$ cat src/rtl/door_cmd_arbiter_if.sv
// Request/sensor inputs and key/grant outputs between the door command arbiter and its environment.
// Latency: none (wires only).
// Backpressure: none; requests are level-held by the requesters, and busy shows when they are ignored.
// Signals: wall_*/rem_* requests, auto_en, obstruct, sense_* door sensors -> arbiter;
//          key_up/key_down pulses, grant source code, busy <- arbiter.
interface door_cmd_arbiter_if;
    logic       wall_up;
    logic       wall_down;
    logic       rem_up;
    logic       rem_down;
    logic       auto_en;
    logic       obstruct;
    logic       sense_up;
    logic       sense_down;
    logic       key_up;
    logic       key_down;
    logic [2:0] grant;
    logic       busy;

    // Requester / door side
    modport master (
        output wall_up, wall_down, rem_up, rem_down, auto_en, obstruct, sense_up, sense_down,
        input  key_up, key_down, grant, busy
    );

    // Arbiter side
    modport slave (
        input  wall_up, wall_down, rem_up, rem_down, auto_en, obstruct, sense_up, sense_down,
        output key_up, key_down, grant, busy
    );
endinterface

$ cat src/rtl/door_cmd_arbiter.sv
// Arbitrates wall/remote/auto-close/obstruction commands into fixed-length key pulses with a lockout.
// Latency: a request served in IDLE at edge N drives its key from cycle N+1; all outputs are registered.
// Backpressure: busy is high in DRIVE and LOCKOUT; requests other than obstruction are dropped there.
// Ports: clk2m, rst_n (sync, active-low), bus (slave side of door_cmd_arbiter_if).
module door_cmd_arbiter #(
    parameter int PULSE_LEN      = 4,
    parameter int LOCKOUT_CYC    = 2000,
    parameter int AUTO_CLOSE_CYC = 120000000,
    parameter int CNT_W          = 27
) (
    input  logic                clk2m,
    input  logic                rst_n,
    door_cmd_arbiter_if.slave   bus
);

    localparam logic [1:0] ST_IDLE    = 2'd0;
    localparam logic [1:0] ST_DRIVE   = 2'd1;
    localparam logic [1:0] ST_LOCKOUT = 2'd2;

    localparam logic [2:0] G_NONE = 3'b000;
    localparam logic [2:0] G_WALL = 3'b001;
    localparam logic [2:0] G_REM  = 3'b010;
    localparam logic [2:0] G_AUTO = 3'b011;
    localparam logic [2:0] G_OBS  = 3'b100;

    localparam logic [3:0]       PULSE_LAST = 4'(PULSE_LEN - 1);
    localparam logic [CNT_W-1:0] LOCK_LAST  = CNT_W'(LOCKOUT_CYC - 1);
    localparam logic [CNT_W-1:0] AC_LAST    = CNT_W'(AUTO_CLOSE_CYC - 1);
    localparam logic [CNT_W-1:0] AC_PRE     = CNT_W'(AUTO_CLOSE_CYC - 2);

    logic [1:0]       r_state;
    logic [3:0]       r_pulse_cnt;
    logic [CNT_W-1:0] r_lock_cnt;
    logic [CNT_W-1:0] r_ac_cnt;
    logic             r_ac_pend;
    logic             r_key_up;
    logic             r_key_down;
    logic [2:0]       r_grant;
    logic             r_busy;

    logic       w_obs_vld;
    logic       w_wall_vld;
    logic       w_rem_vld;
    logic       w_auto_vld;
    logic       w_sel_vld;
    logic       w_sel_up;
    logic [2:0] w_sel_grant;
    logic       w_preempt;
    logic       w_ac_cond;
    logic       w_ac_run;

    // A source asserting up is treated as an up request even if down is also held;
    // if that up is dropped by sense_up the source is simply skipped.
    assign w_obs_vld  = bus.obstruct && !bus.sense_up && !bus.sense_down;
    assign w_wall_vld = bus.wall_up ? !bus.sense_up
                                    : (bus.wall_down && !bus.sense_down && !bus.obstruct);
    assign w_rem_vld  = bus.rem_up  ? !bus.sense_up
                                    : (bus.rem_down && !bus.sense_down && !bus.obstruct);
    assign w_auto_vld = r_ac_pend && !bus.obstruct && !bus.sense_down;

    always_comb begin
        w_sel_vld   = 1'b0;
        w_sel_up    = 1'b0;
        w_sel_grant = G_NONE;
        if (w_obs_vld) begin
            w_sel_vld   = 1'b1;
            w_sel_up    = 1'b1;
            w_sel_grant = G_OBS;
        end else if (w_wall_vld) begin
            w_sel_vld   = 1'b1;
            w_sel_up    = bus.wall_up;
            w_sel_grant = G_WALL;
        end else if (w_rem_vld) begin
            w_sel_vld   = 1'b1;
            w_sel_up    = bus.rem_up;
            w_sel_grant = G_REM;
        end else if (w_auto_vld) begin
            w_sel_vld   = 1'b1;
            w_sel_up    = 1'b0;
            w_sel_grant = G_AUTO;
        end
    end

    // Obstruction cuts a closing pulse or the lockout short; an opening pulse runs on.
    assign w_preempt = bus.obstruct &&
                       (((r_state == ST_DRIVE) && r_key_down) || (r_state == ST_LOCKOUT));

    // The pending flag follows only the door/enable/obstruct condition, while the
    // counter additionally restarts whenever the arbiter leaves IDLE.
    assign w_ac_cond = bus.sense_up && bus.auto_en && !bus.obstruct;
    assign w_ac_run  = w_ac_cond && (r_state == ST_IDLE);

    always_ff @(posedge clk2m) begin
        if (!rst_n) begin
            r_state     <= ST_IDLE;
            r_pulse_cnt <= '0;
            r_lock_cnt  <= '0;
            r_ac_cnt    <= '0;
            r_ac_pend   <= 1'b0;
            r_key_up    <= 1'b0;
            r_key_down  <= 1'b0;
            r_grant     <= G_NONE;
            r_busy      <= 1'b0;
        end else begin
            if (!w_ac_run) begin
                r_ac_cnt <= '0;
            end else if (r_ac_cnt != AC_LAST) begin
                r_ac_cnt <= r_ac_cnt + 1'b1;
            end
            // Flag rises on the same edge the count lands on its terminal value.
            if (!w_ac_cond) begin
                r_ac_pend <= 1'b0;
            end else if (w_ac_run && (r_ac_cnt == AC_PRE)) begin
                r_ac_pend <= 1'b1;
            end

            case (r_state)
                ST_IDLE: begin
                    if (w_sel_vld) begin
                        r_state     <= ST_DRIVE;
                        r_key_up    <= w_sel_up;
                        r_key_down  <= !w_sel_up;
                        r_grant     <= w_sel_grant;
                        r_busy      <= 1'b1;
                        r_pulse_cnt <= '0;
                        if (w_sel_grant == G_AUTO) begin
                            r_ac_pend <= 1'b0;
                        end
                    end
                end
                ST_DRIVE, ST_LOCKOUT: begin
                    if (w_preempt) begin
                        r_state     <= ST_DRIVE;
                        r_key_up    <= 1'b1;
                        r_key_down  <= 1'b0;
                        r_grant     <= G_OBS;
                        r_busy      <= 1'b1;
                        r_pulse_cnt <= '0;
                    end else if (r_state == ST_DRIVE) begin
                        if (r_pulse_cnt == PULSE_LAST) begin
                            r_state    <= ST_LOCKOUT;
                            r_key_up   <= 1'b0;
                            r_key_down <= 1'b0;
                            r_grant    <= G_NONE;
                            r_lock_cnt <= '0;
                        end else begin
                            r_pulse_cnt <= r_pulse_cnt + 4'd1;
                        end
                    end else begin
                        if (r_lock_cnt == LOCK_LAST) begin
                            r_state <= ST_IDLE;
                            r_busy  <= 1'b0;
                        end else begin
                            r_lock_cnt <= r_lock_cnt + 1'b1;
                        end
                    end
                end
                default: begin
                    r_state    <= ST_IDLE;
                    r_key_up   <= 1'b0;
                    r_key_down <= 1'b0;
                    r_grant    <= G_NONE;
                    r_busy     <= 1'b0;
                end
            endcase
        end
    end

    assign bus.key_up   = r_key_up;
    assign bus.key_down = r_key_down;
    assign bus.grant    = r_grant;
    assign bus.busy     = r_busy;

endmodule

$ cat src/flat_wrapper.sv
// flat-port wrapper written by rule: the top's interface ports become plain ports
module door_cmd_arbiter_flat 
#(
    parameter int PULSE_LEN      = 4,
    parameter int LOCKOUT_CYC    = 2000,
    parameter int AUTO_CLOSE_CYC = 120000000,
    parameter int CNT_W          = 27
)
  (clk2m, rst_n, bus_wall_up, bus_wall_down, bus_rem_up, bus_rem_down, bus_auto_en, bus_obstruct, bus_sense_up, bus_sense_down, bus_key_up, bus_key_down, bus_grant, bus_busy);
  door_cmd_arbiter_if bus_i ();
  input  logic clk2m;
  input  logic rst_n;
  input wire logic [$bits(bus_i.wall_up)-1:0] bus_wall_up;
  input wire logic [$bits(bus_i.wall_down)-1:0] bus_wall_down;
  input wire logic [$bits(bus_i.rem_up)-1:0] bus_rem_up;
  input wire logic [$bits(bus_i.rem_down)-1:0] bus_rem_down;
  input wire logic [$bits(bus_i.auto_en)-1:0] bus_auto_en;
  input wire logic [$bits(bus_i.obstruct)-1:0] bus_obstruct;
  input wire logic [$bits(bus_i.sense_up)-1:0] bus_sense_up;
  input wire logic [$bits(bus_i.sense_down)-1:0] bus_sense_down;
  output wire logic [$bits(bus_i.key_up)-1:0] bus_key_up;
  output wire logic [$bits(bus_i.key_down)-1:0] bus_key_down;
  output wire logic [$bits(bus_i.grant)-1:0] bus_grant;
  output wire logic [$bits(bus_i.busy)-1:0] bus_busy;
  assign bus_i.wall_up = bus_wall_up;
  assign bus_i.wall_down = bus_wall_down;
  assign bus_i.rem_up = bus_rem_up;
  assign bus_i.rem_down = bus_rem_down;
  assign bus_i.auto_en = bus_auto_en;
  assign bus_i.obstruct = bus_obstruct;
  assign bus_i.sense_up = bus_sense_up;
  assign bus_i.sense_down = bus_sense_down;
  assign bus_key_up = bus_i.key_up;
  assign bus_key_down = bus_i.key_down;
  assign bus_grant = bus_i.grant;
  assign bus_busy = bus_i.busy;
  door_cmd_arbiter #(.PULSE_LEN(PULSE_LEN), .LOCKOUT_CYC(LOCKOUT_CYC), .AUTO_CLOSE_CYC(AUTO_CLOSE_CYC), .CNT_W(CNT_W)) u_core (.clk2m(clk2m), .rst_n(rst_n), .bus(bus_i));
endmodule
$ cat config.mk
export PLATFORM = sky130hd
export DESIGN_NAME = door_cmd_arbiter_flat
export DESIGN_NICKNAME = d
export VERILOG_FILES = /design/src/rtl/door_cmd_arbiter_if.sv /design/src/rtl/door_cmd_arbiter.sv /design/src/flat_wrapper.sv
export SDC_FILE = /design/constraint.sdc
export NUM_CORES = 1
export LEC_CHECK = 0
export ABC_AREA = 1
export CAP_MARGIN = 20
export CORE_MARGIN = 2
export CORE_UTILIZATION = 36
export DETAILED_ROUTE_END_ITERATION = 7
export DONT_BUFFER_PORTS = 1
export GPL_ROUTABILITY_DRIVEN = 0
export GPL_TIMING_DRIVEN = 0
export SYNTH_ARGS = -nofsm -noshare
export SYNTH_HDL_FRONTEND = slang
export SYNTH_SLANG_ARGS = --single-unit
$ cat constraint.sdc
create_clock -name clk2m -period 5.5 [get_ports clk2m]
set_clock_uncertainty 0.1 [all_clocks]
set_input_delay 0.55 -clock clk2m [delete_from_list [all_inputs] [get_ports clk2m]]
set_output_delay 0.55 -clock clk2m [all_outputs]
set_load 0.01 [all_outputs]
# == Yosys cells after proc, flatten, opt, wreduce, memory -nomap -nowiden ==
# Index checks and enable logic that the tools add are counted.
# W data, S select, Z words.
# classes
n_addsub,3
eq_ne,17
muxes,50
bitwise_logic,1
n_reduce_logical,28
# ops
cell,n
$mux W27,3
$add A27 B1 Y27 const B,2
$eq A27 B11 Y1 const B,1
$eq A27 B27 Y1 const B,1
$ne A27 B27 Y1 const B,1
$mux W1,24
$mux W3,7
$mux W4,4
$logic_and A1 B1 Y1,14
$mux W2,6
$ne A3 B1 Y1 const B,3
$reduce_and A3 Y1,3
$pmux W4 S2,1
$reduce_and A4 Y1,2
$ne A3 B2 Y1 const B,2
$pmux W1 S2,3
$pmux W3 S2,1
$add A4 B1 Y4 const B,1
$eq A4 B2 Y1 const B,1
$logic_not A1 Y1,4
$ne A2 B1 Y1 const B,2
$ne A4 B1 Y1 const B,1
$ne A4 B3 Y1 const B,1
$pmux W2 S2,1
10 further kinds,10
# word_totals
ff_bits,67
input_bits,10
output_inout_bits,6
wordCells,108

# == Depth between registers and ports, before layout ==
# depth
word_depth,11
depth_mapped,14
depth_no_buf,12

# == Worst setup path after synthesis ==
# No wires, ideal clock.
# synth_path
kind,register to register
start,register u_core.r_state[1]
end,register u_core.r_lock_cnt[17]
setup_time_ns,0.113
arrival_time_ns,1.676
t_required_ns,5.287
path_slack_ns,3.611
stages_incl_launch_ff,15
path_buffers,2
synth_period_minus_slack_ns,1.889
cell_sequence,dfxtp_1 -> inv_1 -> ha_1 -> buf_6 -> nand2_1 -> nand2_1 -> nand2_1 -> nand2_2 -> inv_2 -> nand2_1 -> o21ai_0 -> inv_1 -> buf_4 -> nand2_1 -> nor2_1
# synth_via
elab_chain_len,6
elab_cells_between_ends,11
cone_classes,eq/ne: 4; mux: 1; bitwise: 1; reduce/logical: 5
# synth_lines
element,line_no,rtl
from (decl),door_cmd_arbiter.sv:31,logic [1:0] r_state;
from (signal assigned),door_cmd_arbiter.sv:95,r_state <= ST_IDLE;
from (signal assigned),door_cmd_arbiter.sv:120,r_state <= ST_DRIVE;
from (signal assigned),door_cmd_arbiter.sv:133,r_state <= ST_DRIVE;
$eq A2 B1 Y1,"door_cmd_arbiter.sv:86, door_cmd_arbiter.sv:117, door_cmd_arbiter.sv:139",
$logic_and A1 B1 Y1,door_cmd_arbiter.sv:86,(((r_state == ST_DRIVE) && r_key_down) || (r_state == ST_LOCKOUT));
$logic_or A1 B1 Y1,door_cmd_arbiter.sv:86,
$logic_and A1 B1 Y1,door_cmd_arbiter.sv:85,assign w_preempt = bus.obstruct &&
$not A1 Y1 (no source line),--,
$reduce_and A4 Y1 (no source line),--,
to (signal assigned),door_cmd_arbiter.sv:154,r_lock_cnt <= r_lock_cnt + 1'b1;
to (decl),door_cmd_arbiter.sv:33,logic [CNT_W-1:0] r_lock_cnt;
# Parallel ways exist; a longest one is shown, timed or not.
# A chain may end at the register's enable or synchronous reset.

# == Final worst setup path ==
# layout_path
start,register u_core.r_state[1]
end,register u_core.r_lock_cnt[26]
# The elaborated chain is that of the path after synthesis.

==> flow_summary.toml <==
[cells_and_area]
utilization_pct = 41.1
fin_nets = 720
layout-drive-gt1-share_pct = 6.38
antenna_cells = 0
fin_area_sq_um = 4710
area_growth_pct = 11.2
nFillCells = 1219
final_cells = 848

[timing]
max_freq_mhz = 457
finalCriticalPeriod_ps = 2190
period_share_pct = 39.8
slew_violations = 0
worst_slew_pin_slew_ps = 515
rsz0062_at_grt = "no"
setup_tns_ps = 0
max_slew_margin_pct = 65.7
setup_viol = 0
hold_viol_final = 0

[critical_path]
crit_type = "flop to flop"
cp_data_required_time_ps = 5630
slowest_delay_ps = 400
crit_arrival_ps = 2320
cp.buffers_inverters = 5
cp.depth = 14
critPathSlowestCell = "dfxtp_1"
crit_chain = "inv_1 > ha_1 > buf_6 > nand2_1 > nand2_1 > nand2_1 > nand2_2 > inv_2 > nand2_1 > o21ai_0 > inv_1 > buf_4 > nand2_1 > nor2_1"
worst_setup_path_end_kind = "flop"
cp-start-kind = "flop"
critPathTopFamily = "buffers and inverters"
crit_fanout = 10
path_common_cell = "nand2_1"
rr_worst_depth = 14

[yosys]
synthTopCellsByArea = "dfxtp_1 32%, nand2_1 16%, nor2_1 13%"
syn-num-nets = 709
synth.most_common_cell = "nand2_1"
synth.distinct_cells = 36
synthFlopType = "dfxtp_1"
netlist_area_sq_um = 4240
async_flop_share_pct = 0
yosysSeqAreaShare_pct = 31.7
synth_edf_count = 0
syn_inst = 690
yosys_warnings = 0
ys_top_cells_by_count = "183 x nand2_1, 148 x nor2_1, 85 x inv_1"
yosysTopAreaCellShare_pct = 31.7
synth-seq-cells = 67
synth_top_cell_by_area = "dfxtp_1"
synth.avg_cell_area_sq_um = 6.14

[route]
ant_nets = 0
drc = 0
drtIter0Drc = 245
avgRoutedWirePerCell_um = 12.0
dr_total_vias = 4289
drt-total-wl_um = 10200
first_pass_iters = 5
via_per_inst = 5.06

[cts]
clk_latency_ps = 340
cts_buffers = 9
cts-htree-levels = 3
cts.sinks = 67
cts-root-buf = "clkbuf_16"
clk_pin_slew_ps = 60
cts_resized = 0
cts_buffer_depth = 2
cts_tree = "done"
cts_setup_buffers = 0
ctsHoldBuffers = 0

[power_and_ir_drop]
power_density_nw_per_um2 = 332
ir_drop_uv = 204
p_leak_nw = 1.83

[placement]
detailed_place_hpwl_um = 7620
dpl_cell_area_sq_um = 4420
port_buffers = 0
placed_cells_incl_taps = 833

[global_route]
grt_antenna_before_repair = 0
grt_max_degree = 11
grt_use_total_pct = 17.1
grt_pass1_wl_um = 17900
grt_pass1_vias = 4003
overflow = 0

[die]
die_area_sq_um = 12700
die_y_um = 112
die_w_um = 112
initial_core_util_pct = 36.9
rows = 39
io_pins = 16
core_sq_um = 11500

[min_path]
hold_depth = 2
hold_class = "input port to flop"

[flow_run]
cap_viol_max_count = 0

[outcome]
status = "finished, final reports clean"
==> cell families (layout without fill, tap and decap cells) <==
group                      after synthesis  after routing  synth area share (%)
and+or+nand+nor                        439            439                  45.2
buffers and inverters                   99            114                  9.78
DFF                                     67             67                  31.7
AOI/OAI and AO/OA                       62             62                  7.80
xor gates and xnor gates                14             14                  2.89
adders and majority gates                9              9                  2.66
==> layout make-up <==
| cell class | count | area (sq um) | area share, % |
|---|---|---|---|
| clock buffer | 13 | 260 | 5.52 |
| multi-input combinational | 524 | 2480 | 52.7 |
| buffer | 12 | 87.6 | 1.86 |
| inverter | 87 | 327 | 6.93 |
| sequential | 67 | 1340 | 28.5 |
| tap | 143 | 179 | 3.80 |
| clock inverter | 2 | 35.0 | 0.744 |
==> routing by layer <==
metal | track usage, % | wire (um) | up-vias
li1 | - | - | 2196
met4 | 7.72 | 225 | 0
met2 | 26.5 | 4370 | 98
met3 | 2.75 | 508 | 17
met1 | 23.5 | 5080 | 1978
met5 | 0 | 0 | -
==> state kept, by name, summed over array words and instances (netlist names) <==
register	cells
u_core.r_pulse_cnt	4
u_core.bus.busy	1
u_core.bus.grant	3
u_core.bus.key_up	1
u_core.r_ac_cnt	27
u_core.r_state	2
u_core.r_lock_cnt	27
u_core.r_ac_pend	1
u_core.bus.key_down	1
==> through the flow <==
stage | power [mW] | hold slack (ps) | setup WS [ps]
CTS | 1.57 | 254 | 3290
global placement | 0.973 | 353 | 3310
detailed placement | 0.986 | 352 | 3300
global route | 1.66 | 294 | 2980
finish | 1.56 | 256 | 3310
floorplan | 0.885 | 333 | 3610
==> power breakdown <==
| part | switching (mW) | total [mW] | internal (mW) |
|---|---|---|---|
| sequential | 0.0352 | 0.556 | 0.521 |
| clock | 0.210 | 0.583 | 0.373 |
| combinational | 0.290 | 0.423 | 0.133 |
==> final timing paths <==
kind                                  start                                  to  slack [ps]
max          u_core.r_state[1]$_SDFFE_PN0P_  u_core.r_lock_cnt[26]$_SDFFE_PN0P_        3310
max reg2reg  u_core.r_state[1]$_SDFFE_PN0P_  u_core.r_lock_cnt[26]$_SDFFE_PN0P_        3310
min reg2reg     u_core.r_ac_pend$_SDFF_PN0_         u_core.r_ac_pend$_SDFF_PN0_         360
min                                   rst_n   u_core.r_lock_cnt[0]$_SDFFE_PN0P_         260
==> cells in the final DEF (no fill, tap or decap), types with 2 or more instances in the layout <==
master     Yosys  routed
a21oi_1       42      42
buf_4          2       2
buf_6          3       3
clkbuf_1       4       6
clkbuf_16      0       9
clkbuf_8       0       2
dfxtp_1       67      67
ha_1           9       9
inv_1         85      85
inv_2          2       2
nand2_1      183     183
nand2_2        5       5
nand3_1       43      43
nand3_2        2       2
nand3b_1       3       3
nand4_1       24      24
nor2_1       148     148
nor2_2         7       7
nor2_4         2       2
nor3_1        12      12
nor3_4         2       2
nor3b_1        2       2
o21ai_0       15      15
o31ai_1        2       2
xnor2_1        5       5
xor2_1         9       9
No activity file was read; power rests on OpenSTA's default activity.
